<file path="config.mk">
export PLATFORM = sky130hd
export DESIGN_NAME = mac_operand_feeder_flat
export DESIGN_NICKNAME = d
export VERILOG_FILES = /design/src/rtl/mac_pkg.sv /design/src/rtl/mac_operand_feeder_if.sv /design/src/rtl/sync_fifo.sv /design/src/rtl/mac_operand_feeder.sv /design/src/flat_wrapper.sv
export SDC_FILE = /design/constraint.sdc
export NUM_CORES = 1
export LEC_CHECK = 0
export ABC_AREA = 1
export BUFFER_PORTS_ARGS = -buffer_cell sky130_fd_sc_hd__buf_2
export CAP_MARGIN = 20
export CORE_MARGIN = 2
export CORE_UTILIZATION = 54
export DETAILED_ROUTE_END_ITERATION = 8
export GPL_TIMING_DRIVEN = 0
export PLACE_DENSITY = 0.74
export SLEW_MARGIN = 30
export SYNTH_ARGS = -nofsm -noshare
export SYNTH_HDL_FRONTEND = slang
export SYNTH_SLANG_ARGS = --single-unit
</file>
<file path="constraint.sdc">
create_clock -name clk -period 2.8 [get_ports clk]
set_clock_uncertainty 0.05 [all_clocks]
set_input_delay 0.42 -clock clk [delete_from_list [all_inputs] [get_ports clk]]
set_output_delay 0.42 -clock clk [all_outputs]
set_load 0.02 [all_outputs]
</file>
<file path="src/rtl/mac_pkg.sv">
// Shared types and constants for the FP32 MAC operand path.
// Operands are treated as opaque 32-bit patterns.
package mac_pkg;

  localparam int FP_WIDTH = 32;

  typedef logic [31:0] fp32_t;

  localparam fp32_t FP32_11_375 = 32'h41360000;
  localparam fp32_t FP32_5_563  = 32'h40B20419;

endpackage

</file>
<file path="src/rtl/mac_operand_feeder_if.sv">
// Pair handshake between the operand feeder and the MAC.
// The master presents pairs; the slave returns ready.
interface mac_operand_feeder_if #(
  parameter int WIDTH = 32,
  parameter int TAPS  = 4
);

  localparam int TW = (TAPS > 1) ? $clog2(TAPS) : 1;

  logic             pair_valid;
  logic             pair_ready;
  logic [WIDTH-1:0] signal_out;
  logic [WIDTH-1:0] coeff_out;
  logic             pair_last;
  logic [TW-1:0]    tap_idx;

  modport master (
    output pair_valid,
    output signal_out,
    output coeff_out,
    output pair_last,
    output tap_idx,
    input  pair_ready
  );

  modport slave (
    input  pair_valid,
    input  signal_out,
    input  coeff_out,
    input  pair_last,
    input  tap_idx,
    output pair_ready
  );

endinterface

</file>
<file path="src/rtl/sync_fifo.sv">
// Single-clock FIFO with explicit occupancy counter.
// A write to a full FIFO is dropped even if a pop happens alongside.
module sync_fifo
  import mac_pkg::*;
#(
  parameter int WIDTH = FP_WIDTH,
  parameter int DEPTH = 8
) (
  input  logic                       clk,
  input  logic                       rst,
  input  logic                       clr,
  input  logic                       wr_en,
  input  logic [WIDTH-1:0]           wr_data,
  input  logic                       rd_en,
  output logic [WIDTH-1:0]           rd_data,
  output logic [$clog2(DEPTH+1)-1:0] count,
  output logic                       full,
  output logic                       empty,
  output logic                       wr_drop
);

  localparam int AW = $clog2(DEPTH);
  localparam int CW = $clog2(DEPTH + 1);

  logic [WIDTH-1:0] mem [DEPTH];
  logic [AW-1:0]    wr_ptr;
  logic [AW-1:0]    rd_ptr;
  logic [CW-1:0]    cnt;
  logic             push;
  logic             pop;

  assign full    = (cnt == CW'(DEPTH));
  assign empty   = (cnt == '0);
  assign push    = wr_en && !full;
  assign pop     = rd_en && !empty;
  assign wr_drop = wr_en && full;
  assign rd_data = mem[rd_ptr];
  assign count   = cnt;

  // Pointer and occupancy bookkeeping; clear empties the FIFO.
  always_ff @(posedge clk) begin
    if (rst || clr) begin
      wr_ptr <= '0;
      rd_ptr <= '0;
      cnt    <= '0;
    end else begin
      if (push) wr_ptr <= wr_ptr + 1'b1;
      if (pop)  rd_ptr <= rd_ptr + 1'b1;
      if (push && !pop)
        cnt <= cnt + 1'b1;
      else if (pop && !push)
        cnt <= cnt - 1'b1;
    end
  end

  // Storage array; contents are irrelevant outside the occupied window.
  always_ff @(posedge clk) begin
    if (push && !rst && !clr)
      mem[wr_ptr] <= wr_data;
  end

endmodule

</file>
<file path="src/rtl/mac_operand_feeder.sv">
// Pairs signal samples with coefficients for the FP32 MAC.
// Tracks the tap position and a sticky overflow flag.
module mac_operand_feeder
  import mac_pkg::*;
#(
  parameter int WIDTH = FP_WIDTH,
  parameter int DEPTH = 8,
  parameter int TAPS  = 4
) (
  input  logic                       clk,
  input  logic                       rst,
  input  logic                       flush,
  input  logic                       sig_wr_en,
  input  logic [WIDTH-1:0]           sig_wr_data,
  input  logic                       coef_wr_en,
  input  logic [WIDTH-1:0]           coef_wr_data,
  output logic                       sig_full,
  output logic                       coef_full,
  output logic [$clog2(DEPTH+1)-1:0] sig_count,
  output logic [$clog2(DEPTH+1)-1:0] coef_count,
  output logic                       overflow,
  mac_operand_feeder_if.master       pair_if
);

  localparam int TW = (TAPS > 1) ? $clog2(TAPS) : 1;

  logic          sig_empty;
  logic          coef_empty;
  logic          sig_drop;
  logic          coef_drop;
  logic          pop;
  logic [TW-1:0] tap_q;
  logic          ovf_q;

  assign pair_if.pair_valid = !sig_empty && !coef_empty;
  assign pop = pair_if.pair_valid && pair_if.pair_ready;

  sync_fifo #(
    .WIDTH (WIDTH),
    .DEPTH (DEPTH)
  ) u_sig_fifo (
    .clk     (clk),
    .rst     (rst),
    .clr     (flush),
    .wr_en   (sig_wr_en),
    .wr_data (sig_wr_data),
    .rd_en   (pop),
    .rd_data (pair_if.signal_out),
    .count   (sig_count),
    .full    (sig_full),
    .empty   (sig_empty),
    .wr_drop (sig_drop)
  );

  sync_fifo #(
    .WIDTH (WIDTH),
    .DEPTH (DEPTH)
  ) u_coef_fifo (
    .clk     (clk),
    .rst     (rst),
    .clr     (flush),
    .wr_en   (coef_wr_en),
    .wr_data (coef_wr_data),
    .rd_en   (pop),
    .rd_data (pair_if.coeff_out),
    .count   (coef_count),
    .full    (coef_full),
    .empty   (coef_empty),
    .wr_drop (coef_drop)
  );

  // Tap counter: advance per accepted pair, wrap after the last tap.
  always_ff @(posedge clk) begin
    if (rst || flush)
      tap_q <= '0;
    else if (pop)
      tap_q <= (tap_q == TW'(TAPS - 1)) ? '0 : tap_q + 1'b1;
  end

  // Sticky overflow; writes during flush are ignored, so they cannot set it.
  always_ff @(posedge clk) begin
    if (rst)
      ovf_q <= 1'b0;
    else if (!flush && (sig_drop || coef_drop))
      ovf_q <= 1'b1;
  end

  assign pair_if.tap_idx   = tap_q;
  assign pair_if.pair_last = (tap_q == TW'(TAPS - 1));
  assign overflow          = ovf_q;

endmodule

</file>
<file path="src/flat_wrapper.sv">
// flat-port wrapper written by rule: the top's interface ports become plain ports
module mac_operand_feeder_flat import mac_pkg::*;
#(
  parameter int WIDTH = FP_WIDTH,
  parameter int DEPTH = 8,
  parameter int TAPS  = 4
)
  (clk, rst, flush, sig_wr_en, sig_wr_data, coef_wr_en, coef_wr_data, sig_full, coef_full, sig_count, coef_count, overflow, pair_if_pair_valid, pair_if_signal_out, pair_if_coeff_out, pair_if_pair_last, pair_if_tap_idx, pair_if_pair_ready);
  mac_operand_feeder_if #(.WIDTH(WIDTH), .TAPS(TAPS)) pair_if_i ();
  input  logic clk;
  input  logic rst;
  input  logic flush;
  input  logic sig_wr_en;
  input  logic [WIDTH-1:0] sig_wr_data;
  input  logic coef_wr_en;
  input  logic [WIDTH-1:0] coef_wr_data;
  output logic sig_full;
  output logic coef_full;
  output logic [$clog2(DEPTH+1)-1:0] sig_count;
  output logic [$clog2(DEPTH+1)-1:0] coef_count;
  output logic overflow;
  output wire logic [$bits(pair_if_i.pair_valid)-1:0] pair_if_pair_valid;
  output wire logic [$bits(pair_if_i.signal_out)-1:0] pair_if_signal_out;
  output wire logic [$bits(pair_if_i.coeff_out)-1:0] pair_if_coeff_out;
  output wire logic [$bits(pair_if_i.pair_last)-1:0] pair_if_pair_last;
  output wire logic [$bits(pair_if_i.tap_idx)-1:0] pair_if_tap_idx;
  input wire logic [$bits(pair_if_i.pair_ready)-1:0] pair_if_pair_ready;
  assign pair_if_pair_valid = pair_if_i.pair_valid;
  assign pair_if_signal_out = pair_if_i.signal_out;
  assign pair_if_coeff_out = pair_if_i.coeff_out;
  assign pair_if_pair_last = pair_if_i.pair_last;
  assign pair_if_tap_idx = pair_if_i.tap_idx;
  assign pair_if_i.pair_ready = pair_if_pair_ready;
  mac_operand_feeder #(.WIDTH(WIDTH), .DEPTH(DEPTH), .TAPS(TAPS)) u_core (.clk(clk), .rst(rst), .flush(flush), .sig_wr_en(sig_wr_en), .sig_wr_data(sig_wr_data), .coef_wr_en(coef_wr_en), .coef_wr_data(coef_wr_data), .sig_full(sig_full), .coef_full(coef_full), .sig_count(sig_count), .coef_count(coef_count), .overflow(overflow), .pair_if(pair_if_i));
endmodule
</file>
==> impl_metrics.yaml, run 1 <==
setup_path:
  crit_path_max_fanout: 10
  critical_path_arrival_ns: 2.27
  start_kind: "flop"
  regToRegSetupSlack_ns: 0.17
  critPathCaptureType: "primary output"
  worst_ep_required_time_ns: 2.33
  crit_type: "flop to primary output"
yosys:
  synth_cell_types: 26
  synth.top_cells.by_count: "edfxtp_1 (512), nor2_1 (426), o21ai_0 (261), nand2_1 (247), o21ai_1 (132)"
  synth_seq_cells: 541
  synth_top_area_share_pct: 71.1
  synth_fp_nets: 1886
  synth_seq_area_share_pct: 73.7
  synth.most_common_cell: "edfxtp_1"
  yosys_most_used_dff: "edfxtp_1"
  synth_area_sq_um: 21600
  yosysTopAreaCell: "edfxtp_1"
  syn_inst: 1803
  synthTopCellsByArea: "edfxtp_1 (71%), nor2_1 (7.4%), o21ai_0 (6.0%)"
  async_reset_ff_share_pct: 0
  synth_warnings: 0
  synth-edff-count: 512
  avgSynthCellArea_sq_um: 12.0
pwr:
  ir_worst_vdd_mv: 0.490
  power.density_nw_per_um2: 661
  power_frac_comb_pct: 6.5
  p_seq_share_pct: 53.3
  switchingPower_mw: 3.74
  intPower_mw: 13.0
  p_sw_share_pct: 22.3
  power_mw: 16.8
  p_clk_share_pct: 40.2
  p_leak_nw: 9.30
floorplanning:
  fp.dieH_um: 204
  core_area_sq_um: 39600
  rows: 73
  initial_core_util_pct: 54.6
  die_x_um: 204
  dieArea_sq_um: 41700
  ioPinCount: 149
route:
  routedWlPerCell_um: 20.2
  ant_nets: 0
  vias: 14682
  drc: 0
  drtIter0Drc: 1537
  vias_per_cell: 5.64
  detail_route.first_pass.iterations: 5
  wl_um: 52500
grt:
  grt_pass1_wl_um: 79700
  grt_max_degree: 21
  grt_pass1_vias: 14470
  grt_use_met3_pct: 5.15
  busiest_layer: "met2"
  antenna_found_initial: 9
  use_met1_pct: 34.9
  track_usage_pct: 25.3
  gr-usage-met2_pct: 40.5
  grt-ovfl-total: 0
sta:
  relSlewSlack_pct: 54.0
  clock.fmax_mhz: 365
  post-route-period-util_pct: 97.8
  setup_viol: 0
  grt_setup_unrepaired: "yes"
  final_max_slew_viol_count: 0
  final_hold_viol_count: 0
  hold_ws_ns: 0.0419
  layout_min_cycle_time_ns: 2.74
  tightest_slew_ns: 0.689
clock_network:
  h-tree-depth: 2
  clkLatencyLatePin_ns: 0.60
  post_cts_buffers: 0
  cts_buffers: 52
  cts_tree: "done"
  max-clock-path-buffers: 3
  cts.sinks: 541
  clk_pin_slew_ns: 0.06
  root_buffer: "clkbuf_16"
min_path:
  min_path_type: "primary input to flop"
finish:
  final_nets: 2109
  layout-drive-gt1-share_pct: 17.5
  final_area_sq_um: 25400
  syn2layout_area_growth_pct: 17.4
placement:
  gp_congestion: 0.793
  hpwlAfterDp_um: 33800
  numPortBuffers: 148
  place_area_sq_um: 23700
status:
  status: "finished clean"
run:
  max_cap_viol_count: 0
[power groups by stage]
stage               Sequential [mW]  Clock [mW]  Combinational [mW]
floorplan                      9.13           0               0.614
global placement               9.12           0                1.01
detailed placement             9.12           0                1.07
CTS                            8.95        6.78                1.09
global route                   8.95        7.11                1.21
finish                         8.95        6.74                1.09
[logic make-up (layout without fill, tap and decap cells)]
kind of cell / count (synthesis) / in the layout / synth area share, %
xor+xnor: 5 / 5 / 0.202
simple gates: 696 / 696 / 12.3
flops: 541 / 541 / 73.7
other cells: 0 / 7 / 0
compound gates: 405 / 405 / 9.37
fa+ha+maj: 13 / 13 / 0.821
buf+inv: 143 / 410 / 3.59
[through the flow]
stage	cells	TNS, ns	utilization (%)	setup WS [ns]
after floorplan	1803	-34.70	-	-0.103
after global placement	2476	-630.02	58.1	-1.61
after detailed placement	2496	0	59.7	0.145
after CTS	2595	0	63.9	0.00437
after global routing	2600	-0.127	64.0	-0.0419
final	2602	0	64.1	0.0621
[layer usage]
metal	wire (um)	up-vias	part of all wire [%]
li1	-	6763	-
met3	4800	88	9.1
met1	21300	7108	41
met5	37	-	0.070
met2	25300	717	48
met4	1080	6	2.1
[placed cells by master (no fill, tap or decap), drive strengths merged]
cell type and n:
edfxtp 512, nor2 427, o21ai 393, nand2 248, buf 225, clkbuf 106
inv 44, dfxtp 29, clkinv 28, nand3 15, a21oi 12, ha 11
diode 7, xor2 5, or2 3, nand4 3, clkinvlp 3, bufinv 3
fa 2, dlygate4sd3 1
[cell type report]
class | count | area, sq um
sequential | 541 | 16000
fill | 2937 | 14200
multi-input combinational | 1119 | 5030
clock buffer | 62 | 1380
timing repair buffer | 169 | 1280
buffer | 101 | 668
tap | 525 | 657
clock inverter | 36 | 251
inverter | 42 | 158
antenna | 7 | 17.5
[critical path, stage by stage, from the launching register on]
cell      delay (ns)
dfxtp_1         0.32
clkbuf_1        0.38
clkbuf_1        0.51
nand2_1         0.17
nand2_2         0.14
buf_2           0.17
[final timing paths]
check,from,endpoint,cells past startpoint
setup / recovery,flop,pair_if_signal_out[11],5
hold / removal,sig_wr_data[11],u_core.u_sig_fifo.mem[6][11],1
setup reg to reg,u_core.u_sig_fifo.count[0],u_core.u_sig_fifo.mem[3][3],7
hold reg to reg,u_core.overflow,u_core.overflow,2
[repair_timing]
action                                  4_1_cts  5_1_grt
hold buffers                                  1        0
hold endpoints to repair                      1        0
resized for setup                            12       42
pin swaps                                     0        0
endpoints found under the setup margin       36       53
[flip-flops by register name, indices dropped and copies added (netlist names), named ones only]
| signal | count |
|---|---|
| u_core.u_coef_fifo.wr_ptr | 3 |
| u_core.u_sig_fifo.count | 4 |
| u_core.pair_if.tap_idx | 2 |
| u_core.overflow | 1 |
| u_core.u_sig_fifo.wr_ptr | 3 |
| u_core.u_coef_fifo.rd_ptr | 3 |
| u_core.u_sig_fifo.mem | 256 |
| u_core.u_coef_fifo.count | 4 |
| u_core.u_coef_fifo.mem | 256 |
| u_core.u_sig_fifo.rd_ptr | 3 |
(Power assumes the default switching activity.)
==> inputs of run 2 (changes only) <==
--- a/config.mk
+++ b/config.mk
@@ -9,10 +9,10 @@
 export BUFFER_PORTS_ARGS = -buffer_cell sky130_fd_sc_hd__buf_2
 export CAP_MARGIN = 20
 export CORE_MARGIN = 2
-export CORE_UTILIZATION = 54
+export CORE_UTILIZATION = 26
 export DETAILED_ROUTE_END_ITERATION = 8
 export GPL_TIMING_DRIVEN = 0
-export PLACE_DENSITY = 0.74
+export PLACE_DENSITY = 0.41
 export SLEW_MARGIN = 30
 export SYNTH_ARGS = -nofsm -noshare
 export SYNTH_HDL_FRONTEND = slang
==> impl_metrics.yaml, run 2 (synthesis gave the netlist of run 1 again) <==
status:
  status: "finished clean"
floorplanning:
  core_area_sq_um: 82200
  fp.dieH_um: 292
  dieArea_sq_um: 85500
  ioPinCount: 149
  rows: 105
  initial_core_util_pct: 26.3
  die_x_um: 292
grt:
  grt_pass1_vias: 14605
  track_usage_pct: 14.5
  grt_pass1_wl_um: 93200
  antenna_found_initial: 5
  grt-ovfl-total: 0
  grt_max_degree: 18
placement:
  hpwlAfterDp_um: 40900
  numPortBuffers: 148
  place_area_sq_um: 24700
  gp_congestion: 0.733
setup_path:
  worst_ep_required_time_ns: 2.33
  crit_path_max_fanout: 10
  crit_type: "flop to primary output"
  start_kind: "flop"
  critical_path_arrival_ns: 2.19
  worst_path_max_delay_cell: "clkbuf_1"
  crit_chain: "clkbuf_1 -> inv_1 -> buf_2 -> nand2_1 -> nand2_1 -> buf_2"
  critPathMaxStageDelay_ns: 0.39
  critPathCaptureType: "primary output"
route:
  detail_route.first_pass.iterations: 5
  ant_nets: 0
  vias_per_cell: 4.46
  wl_um: 62700
  drtIter0Drc: 881
  drc: 0
  routedWlPerCell_um: 19.5
  vias: 14333
finish:
  utilization_pct: 33.3
  fillers: 8214
  antenna_cells: 0
  syn2layout_area_growth_pct: 26.5
  final_nets: 2183
  final_area_sq_um: 27400
  layout_commonest_cell: "edfxtp_1"
  largestRegisters: "u_core.u_coef_fifo.mem x256, u_core.u_sig_fifo.mem x256"
  layout-drive-gt1-share_pct: 18.4
  final_cell_mix: "edfxtp_1 (512), nor2_1 (410), o21ai_0 (258)"
sta:
  final_max_slew_viol_count: 0
  setup_viol: 0
  grt_setup_unrepaired: "no"
  post-route-period-util_pct: 94.9
  layout_min_cycle_time_ns: 2.66
  final_hold_viol_count: 0
  relSlewSlack_pct: 60.1
  clock.fmax_mhz: 376
  tightest_slew_ns: 0.598
clock_network:
  max-clock-path-buffers: 3
  cts.sinks: 541
  cts_tree: "done"
  cts_buffers: 61
  clk_pin_slew_ns: 0.06
  post_cts_buffers: 0
  root_buffer: "clkbuf_16"
  h-tree-depth: 2
  clkLatencyLatePin_ns: 0.59
pwr:
  power.density_nw_per_um2: 667
  ir_worst_vdd_mv: 0.709
  p_leak_nw: 9.87
run:
  max_cap_viol_count: 0
min_path:
  min_path_type: "primary input to flop"
[run 2: final timing paths]
kind / from / end / slack, ns / depth (start not counted)
worst max-delay path: flop / pair_if_signal_out[3] / 0.14 / 6
worst min-delay path: sig_wr_data[2] / u_core.u_sig_fifo.mem[3][2] / 0.03 / 1
worst max register to register: u_core.u_sig_fifo.count[0] / u_core.u_sig_fifo.mem[4][26] / 0.30 / 8
worst min register to register: u_core.overflow / u_core.overflow / 0.43 / 2
[run 2: where the power goes]
group          switching [mW]  total [mW]  internal, mW
sequential             0.0359        8.95          8.92
combinational           0.796        1.20         0.404
clock                    3.38        8.10          4.72
[run 2: repair_timing]
action                                  CTS  global route
endpoints found under the setup margin   64            24
hold endpoints to repair                366             0
resized for setup                        35            39
hold buffers                             55             0
[run 2: critical path, delay by kind of cell (launching register included)]
| family | cells | cell delay, ns |
|---|---|---|
| flops | 1 | 0.31 |
| simple gates | 2 | 0.21 |
| buf+inv | 4 | 1.06 |
[run 2: stage by stage]
step / worst slack (ns) / instances / hold WS [ns] / power, mW / TNS [ns]
3_3_place_gp: -2.07 / 3021 / 0.392 / 10.2 / -861.00
2_1_floorplan: -0.103 / 1803 / 0.409 / 9.75 / -34.70
4_1_cts: 0.00722 / 3215 / 0.000621 / 18.5 / 0
3_5_place_dp: 0.172 / 3053 / 0.420 / 10.3 / 0
6_report: 0.142 / 3215 / 0.0271 / 18.3 / 0
5_1_grt: 0.00934 / 3215 / 0.0153 / 18.9 / 0
[run 2: per-layer routing]
layer	GRT usage, %	vias to the layer above	routed length [um]
li1	-	6905	-
met3	2.50	92	2950
met2	23.6	306	29100
met4	4.07	6	1420
met5	0	-	37
met1	19.9	7024	29200
[run 2: layout make-up]
cell class                 count  area, sq um  share of cell area (%)
timing repair buffer         235         2170                    7.95
multi-input combinational   1119         5030                    18.4
clock inverter                38          440                    1.61
inverter                      42          158                   0.576
sequential                   541        16000                    58.3
tap                         1070         1340                    4.89
buffer                       100          703                    2.57
clock buffer                  70         1560                    5.70
